==> config.mk <==
export PLATFORM = sky130hd
export DESIGN_NAME = rr_selector
export DESIGN_NICKNAME = d
export VERILOG_FILES = /design/src/rtl/selector_pkg.sv /design/src/rtl/rr_pick.sv /design/src/rtl/rr_selector.sv
export SDC_FILE = /design/constraint.sdc
export NUM_CORES = 1
export LEC_CHECK = 0
export CAP_MARGIN = 10
export CORE_MARGIN = 10
export CORE_UTILIZATION = 36
export DETAILED_ROUTE_END_ITERATION = 12
export PLACE_DENSITY = 0.86
export SYNTH_ARGS = -nofsm -noshare
export SYNTH_HDL_FRONTEND = slang
export SYNTH_SLANG_ARGS = --single-unit
==> constraint.sdc <==
create_clock -name clk -period 7 [get_ports clk]
set_input_delay 1.05 -clock clk [delete_from_list [all_inputs] [get_ports clk]]
set_output_delay 1.05 -clock clk [all_outputs]
set_load 0.05 [all_outputs]
==> src/rtl/selector_pkg.sv <==
// selector_pkg: shared constants, state type and pointer helpers for the
// round-robin selector.
//   ACT_HIGH / ACT_LOW        : request/grant polarity choices
//   MSB_DISABLE / MSB_ENABLE  : search direction (ascending / descending)
//   sel_state_t               : output register occupancy
//   wrap_inc / wrap_dec       : modulo-n pointer step
package selector_pkg;

   localparam bit ACT_HIGH    = 1'b1;
   localparam bit ACT_LOW     = 1'b0;
   localparam bit MSB_DISABLE = 1'b0;
   localparam bit MSB_ENABLE  = 1'b1;

   typedef enum logic {
      EMPTY = 1'b0,
      FULL  = 1'b1
   } sel_state_t;

   function automatic int wrap_inc(input int idx, input int n);
      return (idx + 1 >= n) ? 0 : idx + 1;
   endfunction

   function automatic int wrap_dec(input int idx, input int n);
      return (idx == 0) ? n - 1 : idx - 1;
   endfunction

endpackage

==> src/rtl/rr_pick.sv <==
// rr_pick: combinational rotating priority search.
// The request vector is rotated so that the pointer position lands at
// offset 0 (walking in the configured direction), the lowest set offset is
// found, and that offset is mapped back to an element index.
//   req        in  IN       requests, active-high
//   ptr        in  LOG2_IN  search start position (< IN)
//   any        out 1        at least one request present
//   win_idx    out LOG2_IN  index of the winning element
//   win_onehot out IN       one-hot winner (all zero when no request)
module rr_pick
   import selector_pkg::*;
#(
   parameter int IN      = 8,
   parameter bit MSB     = MSB_DISABLE,
   parameter int LOG2_IN = (IN > 1) ? $clog2(IN) : 1
) (
   input  logic [IN-1:0]      req,
   input  logic [LOG2_IN-1:0] ptr,
   output logic               any,
   output logic [LOG2_IN-1:0] win_idx,
   output logic [IN-1:0]      win_onehot
);

   // Element index reached after k steps from p in the search direction.
   function automatic int pos(input int p, input int k);
      int t;
      if (MSB == MSB_ENABLE) begin
         t = p - k;
         if (t < 0) t = t + IN;
      end else begin
         t = p + k;
         if (t >= IN) t = t - IN;
      end
      return t;
   endfunction

   logic [IN-1:0] rot;
   logic          found;
   int            off;
   int            win;

   always_comb begin
      rot        = '0;
      found      = 1'b0;
      off        = 0;
      win        = 0;
      win_onehot = '0;
      for (int k = 0; k < IN; k++) begin
         rot[k] = req[pos(int'(ptr), k)];
      end
      // Walk downwards so the lowest set offset is the one left standing.
      for (int k = IN - 1; k >= 0; k--) begin
         if (rot[k]) begin
            found = 1'b1;
            off   = k;
         end
      end
      win = pos(int'(ptr), off);
      if (found) win_onehot[win] = 1'b1;
   end

   assign any     = found;
   assign win_idx = LOG2_IN'(win);

endmodule

==> src/rtl/rr_selector.sv <==
// rr_selector: registered round-robin selector with a valid/ready output.
// One requesting element is chosen per cycle with a rotating priority
// pointer and captured into the output register.
// Optional feature macro: RR_SELECTOR_LOCK_EN adds the 'lock' input, which
// keeps the pointer on a locked winner so it wins again (bursts).
//   clk       in  1        clock
//   reset_    in  1        asynchronous reset, active-low
//   req       in  IN       per-element request, polarity ACT
//   in        in  IN*DATA  element data, element i at [i*DATA +: DATA]
//   lock      in  IN       (RR_SELECTOR_LOCK_EN only) hold pointer on winner
//   gnt       out IN       one-hot grant, polarity ACT, capture cycle only
//   out_valid out 1        output register holds an element
//   out_ready in  1        consumer accepts out_data
//   out_data  out DATA     selected element
//   out_idx   out LOG2_IN  index of the selected element
module rr_selector
   import selector_pkg::*;
#(
   parameter int DATA    = 32,
   parameter int IN      = 8,
   parameter bit ACT     = ACT_HIGH,
   parameter bit MSB     = MSB_DISABLE,
   parameter int LOG2_IN = (IN > 1) ? $clog2(IN) : 1
) (
   input  logic               clk,
   input  logic               reset_,
   input  logic [IN-1:0]      req,
   input  logic [IN*DATA-1:0] in,
`ifdef RR_SELECTOR_LOCK_EN
   input  logic [IN-1:0]      lock,
`endif
   output logic [IN-1:0]      gnt,
   output logic               out_valid,
   input  logic               out_ready,
   output logic [DATA-1:0]    out_data,
   output logic [LOG2_IN-1:0] out_idx
);

   // Descending search starts at the top element after reset.
   localparam logic [LOG2_IN-1:0] PTR_RST =
      (MSB == MSB_ENABLE) ? LOG2_IN'(IN - 1) : '0;

   sel_state_t         state_q, state_d;
   logic [LOG2_IN-1:0] ptr_q, ptr_d;
   logic [IN-1:0]      req_h;
   logic [IN-1:0]      gnt_h;
   logic [IN-1:0]      win_onehot;
   logic [LOG2_IN-1:0] win_idx;
   logic               any_req;
   logic               cap;

   assign req_h = (ACT == ACT_HIGH) ? req : ~req;

   rr_pick #(
      .IN      (IN),
      .MSB     (MSB),
      .LOG2_IN (LOG2_IN)
   ) u_pick (
      .req        (req_h),
      .ptr        (ptr_q),
      .any        (any_req),
      .win_idx    (win_idx),
      .win_onehot (win_onehot)
   );

   // Capture when the register is free now or is being drained this cycle.
   assign cap   = ((state_q == EMPTY) || out_ready) && any_req;
   assign gnt_h = cap ? win_onehot : '0;
   assign gnt   = (ACT == ACT_HIGH) ? gnt_h : ~gnt_h;

   always_comb begin
      state_d = state_q;
      ptr_d   = ptr_q;
      case (state_q)
         EMPTY:   if (cap) state_d = FULL;
         FULL:    if (out_ready && !cap) state_d = EMPTY;
         default: state_d = EMPTY;
      endcase
      if (cap) begin
         if (MSB == MSB_ENABLE) ptr_d = LOG2_IN'(wrap_dec(int'(win_idx), IN));
         else                   ptr_d = LOG2_IN'(wrap_inc(int'(win_idx), IN));
`ifdef RR_SELECTOR_LOCK_EN
         if (lock[win_idx]) ptr_d = win_idx;
`endif
      end
   end

   always_ff @(posedge clk or negedge reset_) begin
      if (!reset_) begin
         state_q  <= EMPTY;
         ptr_q    <= PTR_RST;
         out_data <= '0;
         out_idx  <= '0;
      end else begin
         state_q <= state_d;
         ptr_q   <= ptr_d;
         if (cap) begin
            out_data <= in[int'(win_idx)*DATA +: DATA];
            out_idx  <= win_idx;
         end
      end
   end

   assign out_valid = (state_q == FULL);

endmodule

==> impl_metrics.tcl, run 1 <==
set metrics [dict create \
    drtIter0Drc 296 \
    end_kind "primary output" \
    grtUsageMet1_pct 25.22 \
    finalMaxSlewViolations 0 \
    die_w_um 130.5 \
    worstHoldPathType "flip-flop to flip-flop" \
    crit_type "flip-flop to primary output" \
    grt_overflow 0 \
    synth_cell_types 42 \
    reg2reg_slack_ns 1.30 \
    core_mm2 0.01196 \
    syn_to_final_growth_pct 78.25 \
    async_flop_share_pct 100.0 \
    dp_hpwl_um 17480 \
    cts_tree "yes" \
    reg2reg_to "out_data[31]$_DFFE_PN0P_" \
    clkTransAtPathRegs_ns 0.06 \
    cap_violations 0 \
    min_from "out_data[9]$_DFFE_PN0P_" \
    crit_path_top_delay_cell "fa_4" \
    utilization_pct 65.48 \
    setup.worst_path.start "ptr_q[1]$_DFFE_PN0P_" \
    clk_latency_ns 0.28 \
    setup_tns_ns 0 \
    dp_cells 805 \
    period_needed_ns 6.148 \
    ys_seq_area_share_pct 22.21 \
    cp.required_ns 5.95 \
    ys_ff_latch 39 \
    die_area_mm2 0.01703 \
    postCtsHoldBufs 0 \
    min_to "out_data[9]$_DFFE_PN0P_" \
    port_buffers 310 \
    drt.antenna.violating_nets 0 \
    fp.dieH_um 130.5 \
    status "finished, final reports clean" \
    slowest_delay_ns 0.93 \
    rsz0062_at_grt "false" \
    diodes 0 \
    crit_arrival_ns 5.10 \
    io_pins 311 \
    syn_area_mm2 0.004394 \
    period_share_pct 87.83 \
    clock_path_buffers 2 \
    drc 0 \
    fp-row-count 40 \
    wirelength_um 20630 \
    syn_avg_cell_area_um2 11.75 \
    initial_core_util_pct 36.74 \
    worst_pin_slew_ns 0.9095 \
    setup_viol_count_final 0 \
    synth_edf_count 0 \
    hold_ws_ns 0.5048 \
    grt_pass1_wl_um 29620 \
    fmax_mhz 162.6 \
    hold_depth 1 \
    syn_inst 374 \
    synth_area_leader_cell "mux4_2" \
    fin_skew_ns 0.002103 \
    grt.met2_usage_pct 40.14 \
    wire_per_inst_um 25.38 \
    synth.area.top_cells "mux4_2 (40%), dfrtp_1 (22%), nand2_1 (8.5%)" \
    hold_viol_final 0 \
    cts_setup_buffers 0 \
    r2r_cells 14 \
    r2r_start "ptr_q[1]$_DFFE_PN0P_" \
    synth.top_cell.area_share_pct 39.98 \
    cts_resized 0 \
    grtUsageMet3_pct 9.106 \
    instances_no_fill 813 \
    worstPathCellList "inv_1 > ha_1 > nor2b_1 > a211oi_1 > a221oi_1 > a211oi_1 > o32ai_1 > ha_1 > fa_4 > inv_1 > or3_1 > nor2_1 > buf_12" \
    cp_max_fo 17 \
    busiest_layer "met2" \
    grt_pass1_vias 4937 \
    grt_usage_pct 22.79 \
    grt_max_degree 67 \
    cts_buffers 5 \
    cts-root-buf "clkbuf_16" \
    syn-num-nets 647 \
    synth_ff_type "dfrtp_1" \
    drt-pass1-iter-count 4 \
    vias_per_cell 5.630 \
    ys_warn_count 0 \
    h-tree-depth 2 \
    clock-sinks 39 \
    fill_cells 894 \
    slew_headroom_pct 39.37 \
    gp_congestion 0.9246 \
    antenna_found_initial 1 \
    final_nets 938 \
    routed-via-count 4577 \
    drive_gt1_share_pct 22.37 \
    start_kind "flip-flop" \
]
cell families (layout without fill, tap and decap cells):
kind of cell	after synthesis	count (layout)	synth area share, %
muxes	132	132	54.90
and+or+nand+nor	126	126	11.65
buffers and inverters	41	333	4.129
DFF	39	39	22.21
AOI/OAI and AO/OA	23	23	3.844
xor gates and xnor gates	7	7	1.395
adders and majority gates	6	6	1.879
cell usage in the layout (no fill, tap or decap), drive strengths merged, types with 4 or more instances in the layout:
master         instances
buf                   17
clkbuf                 6
clkdlybuf4s50        301
dfrtp                 39
ha                     5
inv                    5
mux2                  41
mux2i                 13
mux4                  78
nand2                 99
nor2                   8
nor3                   6
xnor2                  4
state kept, by name (all words and copies together) (netlist names):
signal and cells:
out_data 32, out_idx 3, ptr_q 3, out_valid 1
metrics by stage:
stage / instance area, um^2 / setup WS [ns]
after floorplan: 4400 / 0.07615
after global placement: 7644 / 1.130
after detailed placement: 7644 / 1.047
after CTS: 7833 / 0.8237
after global routing: 7833 / 0.5543
final: 7833 / 0.8517
worst max-delay path: cells and delay by family (launching register included):
kind                       cells  cell delay (ns)
DFF                            1             0.67
and+or+nand+nor                3             0.77
adders and majority gates      3             1.87
buffers and inverters          3             0.37
AOI/OAI and AO/OA              4             1.12
routing by layer:
| layer | part of all wire [%] | wire length [um] |
|---|---|---|
| met1 | 34 | 7095 |
| met2 | 52 | 10760 |
| met3 | 11 | 2369 |
| met4 | 2.0 | 405 |
| met5 | 0 | 0 |
worst max-delay path by stage:
stage                     endpoint  slack, ns
after floorplan             gnt[7]       0.08
after global placement      gnt[2]       1.13
after detailed placement    gnt[2]       1.05
after CTS                   gnt[1]       0.82
after global routing        gnt[1]       0.55
final                       gnt[2]       0.85
synth_stat cells (2+ instances only):
master,instances
mux4_2,78
mux2_4,17
nor3_1,6
ha_1,5
a211oi_1,2
dfrtp_1,39
nand3_1,2
nand2_1,99
o21ai_0,3
buf_1,8
mux2_2,24
mux2i_1,13
buf_6,3
a221oi_1,2
nor4_1,2
xor2_1,3
or3_1,3
xnor2_1,4
nor2b_1,3
nor2_1,8
inv_1,5
clkinv_1,2
a21oi_1,3
clkbuf_1,21
o32ai_1,2
cell type report:
class	count	area [um^2]	share of cell area (%)
multi-input combinational	294	3269	41.74
sequential	39	975.9	12.46
clock inverter	2	60.06	0.7668
clock buffer	6	128.9	1.645
timing repair buffer	318	3188	40.70
inverter	7	26.28	0.3355
tap	147	183.9	2.348
Power of run 1 is not shown: default switching activity piles up to over one toggle a cycle in this logic, so the estimate is an artifact.
==> run 2: changes to the inputs <==
--- a/config.mk
+++ b/config.mk
@@ -6,6 +6,7 @@
 export NUM_CORES = 1
 export LEC_CHECK = 0
 export CAP_MARGIN = 10
+export CORE_ASPECT_RATIO = 2
 export CORE_MARGIN = 10
 export CORE_UTILIZATION = 36
 export DETAILED_ROUTE_END_ITERATION = 12
==> run 2 against run 1 <==
Clock skew increased by 0.0042 ns. Register-to-register slack improved by 0.54 ns. Cell count is 0.37% higher. Critical path type is now input pin to primary output. Setup slack worse by 0.14 ns. Critical endpoint is now gnt[6]. Fmax is 2.2% lower.
==> impl_metrics.tcl, run 2 (synthesized netlist as in run 1, its figures left out) <==
set metrics [dict create \
    rsz0062_at_grt "false" \
    postCtsHoldBufs 0 \
    fp.dieH_um 176.2 \
    vias_per_cell 5.566 \
    syn_to_final_growth_pct 78.50 \
    gp_congestion 0.9252 \
    drt.antenna.violating_nets 0 \
    reg2reg_to "out_data[19]$_DFFE_PN0P_" \
    cap_violations 0 \
    hold_viol_final 0 \
    dp_cells 808 \
    worst_pin_slew_ns 0.8798 \
    final_common_cell "clkdlybuf4s50_1" \
    wire_per_inst_um 25.19 \
    drt-pass1-iter-count 4 \
    crit_type "input pin to primary output" \
    grt_pass1_wl_um 31210 \
    crit_path_top_delay_cell "fa_4" \
    r2r_cells 14 \
    drc 0 \
    slew_headroom_pct 41.34 \
    initial_core_util_pct 36.46 \
    cts-root-buf "clkbuf_16" \
    min_to "out_data[12]$_DFFE_PN0P_" \
    final_cell_mix "clkdlybuf4s50_1 (305), nand2_1 (99), mux4_2 (78), dfrtp_1 (39), mux2_2 (24)" \
    clk_latency_ns 0.29 \
    clkTransAtPathRegs_ns 0.06 \
    grt_pass1_vias 5369 \
    diodes 0 \
    drtIter0Drc 208 \
    die_area_mm2 0.01729 \
    period_needed_ns 6.285 \
    fmax_mhz 159.1 \
    antenna_found_initial 0 \
    die_w_um 98.12 \
    worst_slack_ns 0.7149 \
    core_mm2 0.01205 \
    instances_no_fill 816 \
    slowest_delay_ns 0.81 \
    setup_viol_count_final 0 \
    crit_arrival_ns 5.24 \
    h-tree-depth 2 \
    hold_depth 1 \
    clock_path_buffers 2 \
    cp_max_fo 9 \
    wirelength_um 20550 \
    routed-via-count 4542 \
    grt_usage_pct 23.02 \
    cts_setup_buffers 0 \
    drive_gt1_share_pct 22.27 \
    cts_tree "yes" \
    min_from "out_data[12]$_DFFE_PN0P_" \
    period_share_pct 89.79 \
    cp.required_ns 5.95 \
    worstPathCellList "clkdlybuf4s50_1 > nor2b_1 > a211oi_1 > a221oi_1 > a211oi_1 > o32ai_1 > ha_1 > fa_4 > inv_1 > or3_1 > nor2_1 > clkdlybuf4s50_1" \
    status "finished, final reports clean" \
    worstHoldPathType "flip-flop to flip-flop" \
    reg2reg_slack_ns 1.84 \
    end_kind "primary output" \
    grt_overflow 0 \
    dp_hpwl_um 17800 \
    setup_tns_ns 0 \
    grt_max_degree 67 \
    cts_resized 0 \
    port_buffers 310 \
    io_pins 311 \
    largest_reg_flops 32 \
    finalMaxSlewViolations 0 \
    reg_top3 "out_data: 32 flops, out_idx: 3 flops, ptr_q: 3 flops" \
    final_nets 941 \
    clock-sinks 39 \
    cts_buffers 5 \
    pre_cts_slack_ns 0.7070 \
    r2r_start "ptr_q[0]$_DFFE_PN0P_" \
    fin_skew_ns 0.006349 \
    fp-row-count 57 \
    start_kind "input pin" \
    largest_register "out_data" \
]
==> run 2: changes by cell type in the layout (fill, tap and decap cells not counted) <==
| cell | previous run | this run |
|---|---|---|
| clkbuf_1 | 1 | 0 |
| buf_12 | 4 | 2 |
| clkdlybuf4s50_1 | 301 | 305 |
| clkinvlp_4 | 0 | 1 |
| buf_4 | 12 | 13 |
==> run 2: metal layers <==
layer | part of all wire, % | track usage [%]
met5 | 0 | 0
met1 | 33 | 22.45
met2 | 57 | 44.42
met4 | 2.3 | 6.638
met3 | 7.7 | 7.202
==> run 2: critical path, delay by kind of cell <==
kind,cells,cell delay [ns]
AO/OA/AOI/OAI,4,1.03
buffers and inverters,3,1.44
adder cells (fa/ha/maj),2,1.02
AND/OR/NAND/NOR,3,0.69
==> run 2: worst max-delay path by stage <==
stage | end | start | slack (ns)
finish | gnt[6] | req[3] | 0.71
global route | gnt[6] | req[3] | 0.45
CTS | gnt[6] | req[3] | 0.70
detailed placement | gnt[6] | req[3] | 0.71
global placement | gnt[6] | req[1] | 0.84
floorplan | gnt[7] | ptr_q[0]$_DFFE_PN0P_ | 0.08
==> run 2: area by class of cell <==
| cell class | count | area [um^2] |
|---|---|---|
| Sequential cell | 39 | 975.9 |
| Tap cell | 147 | 183.9 |
| Inverter | 7 | 26.28 |
| Clock inverter | 3 | 67.56 |
| Fill cell | 933 | 4209 |
| Multi-Input combinational cell | 294 | 3269 |
| Timing Repair Buffer | 321 | 3196 |
| Clock buffer | 5 | 125.1 |
==> run 2: stage by stage <==
stage                     area, um^2  util, %  hold WS [ns]
after floorplan                 4400        -        0.7544
after global placement          7651    63.48        0.4928
after detailed placement        7651    63.48        0.4954
after CTS                       7844    65.08        0.5083
after global routing            7844    65.08        0.5232
final                           7844    65.08        0.5065
Power of run 2 is left out for the same reason.
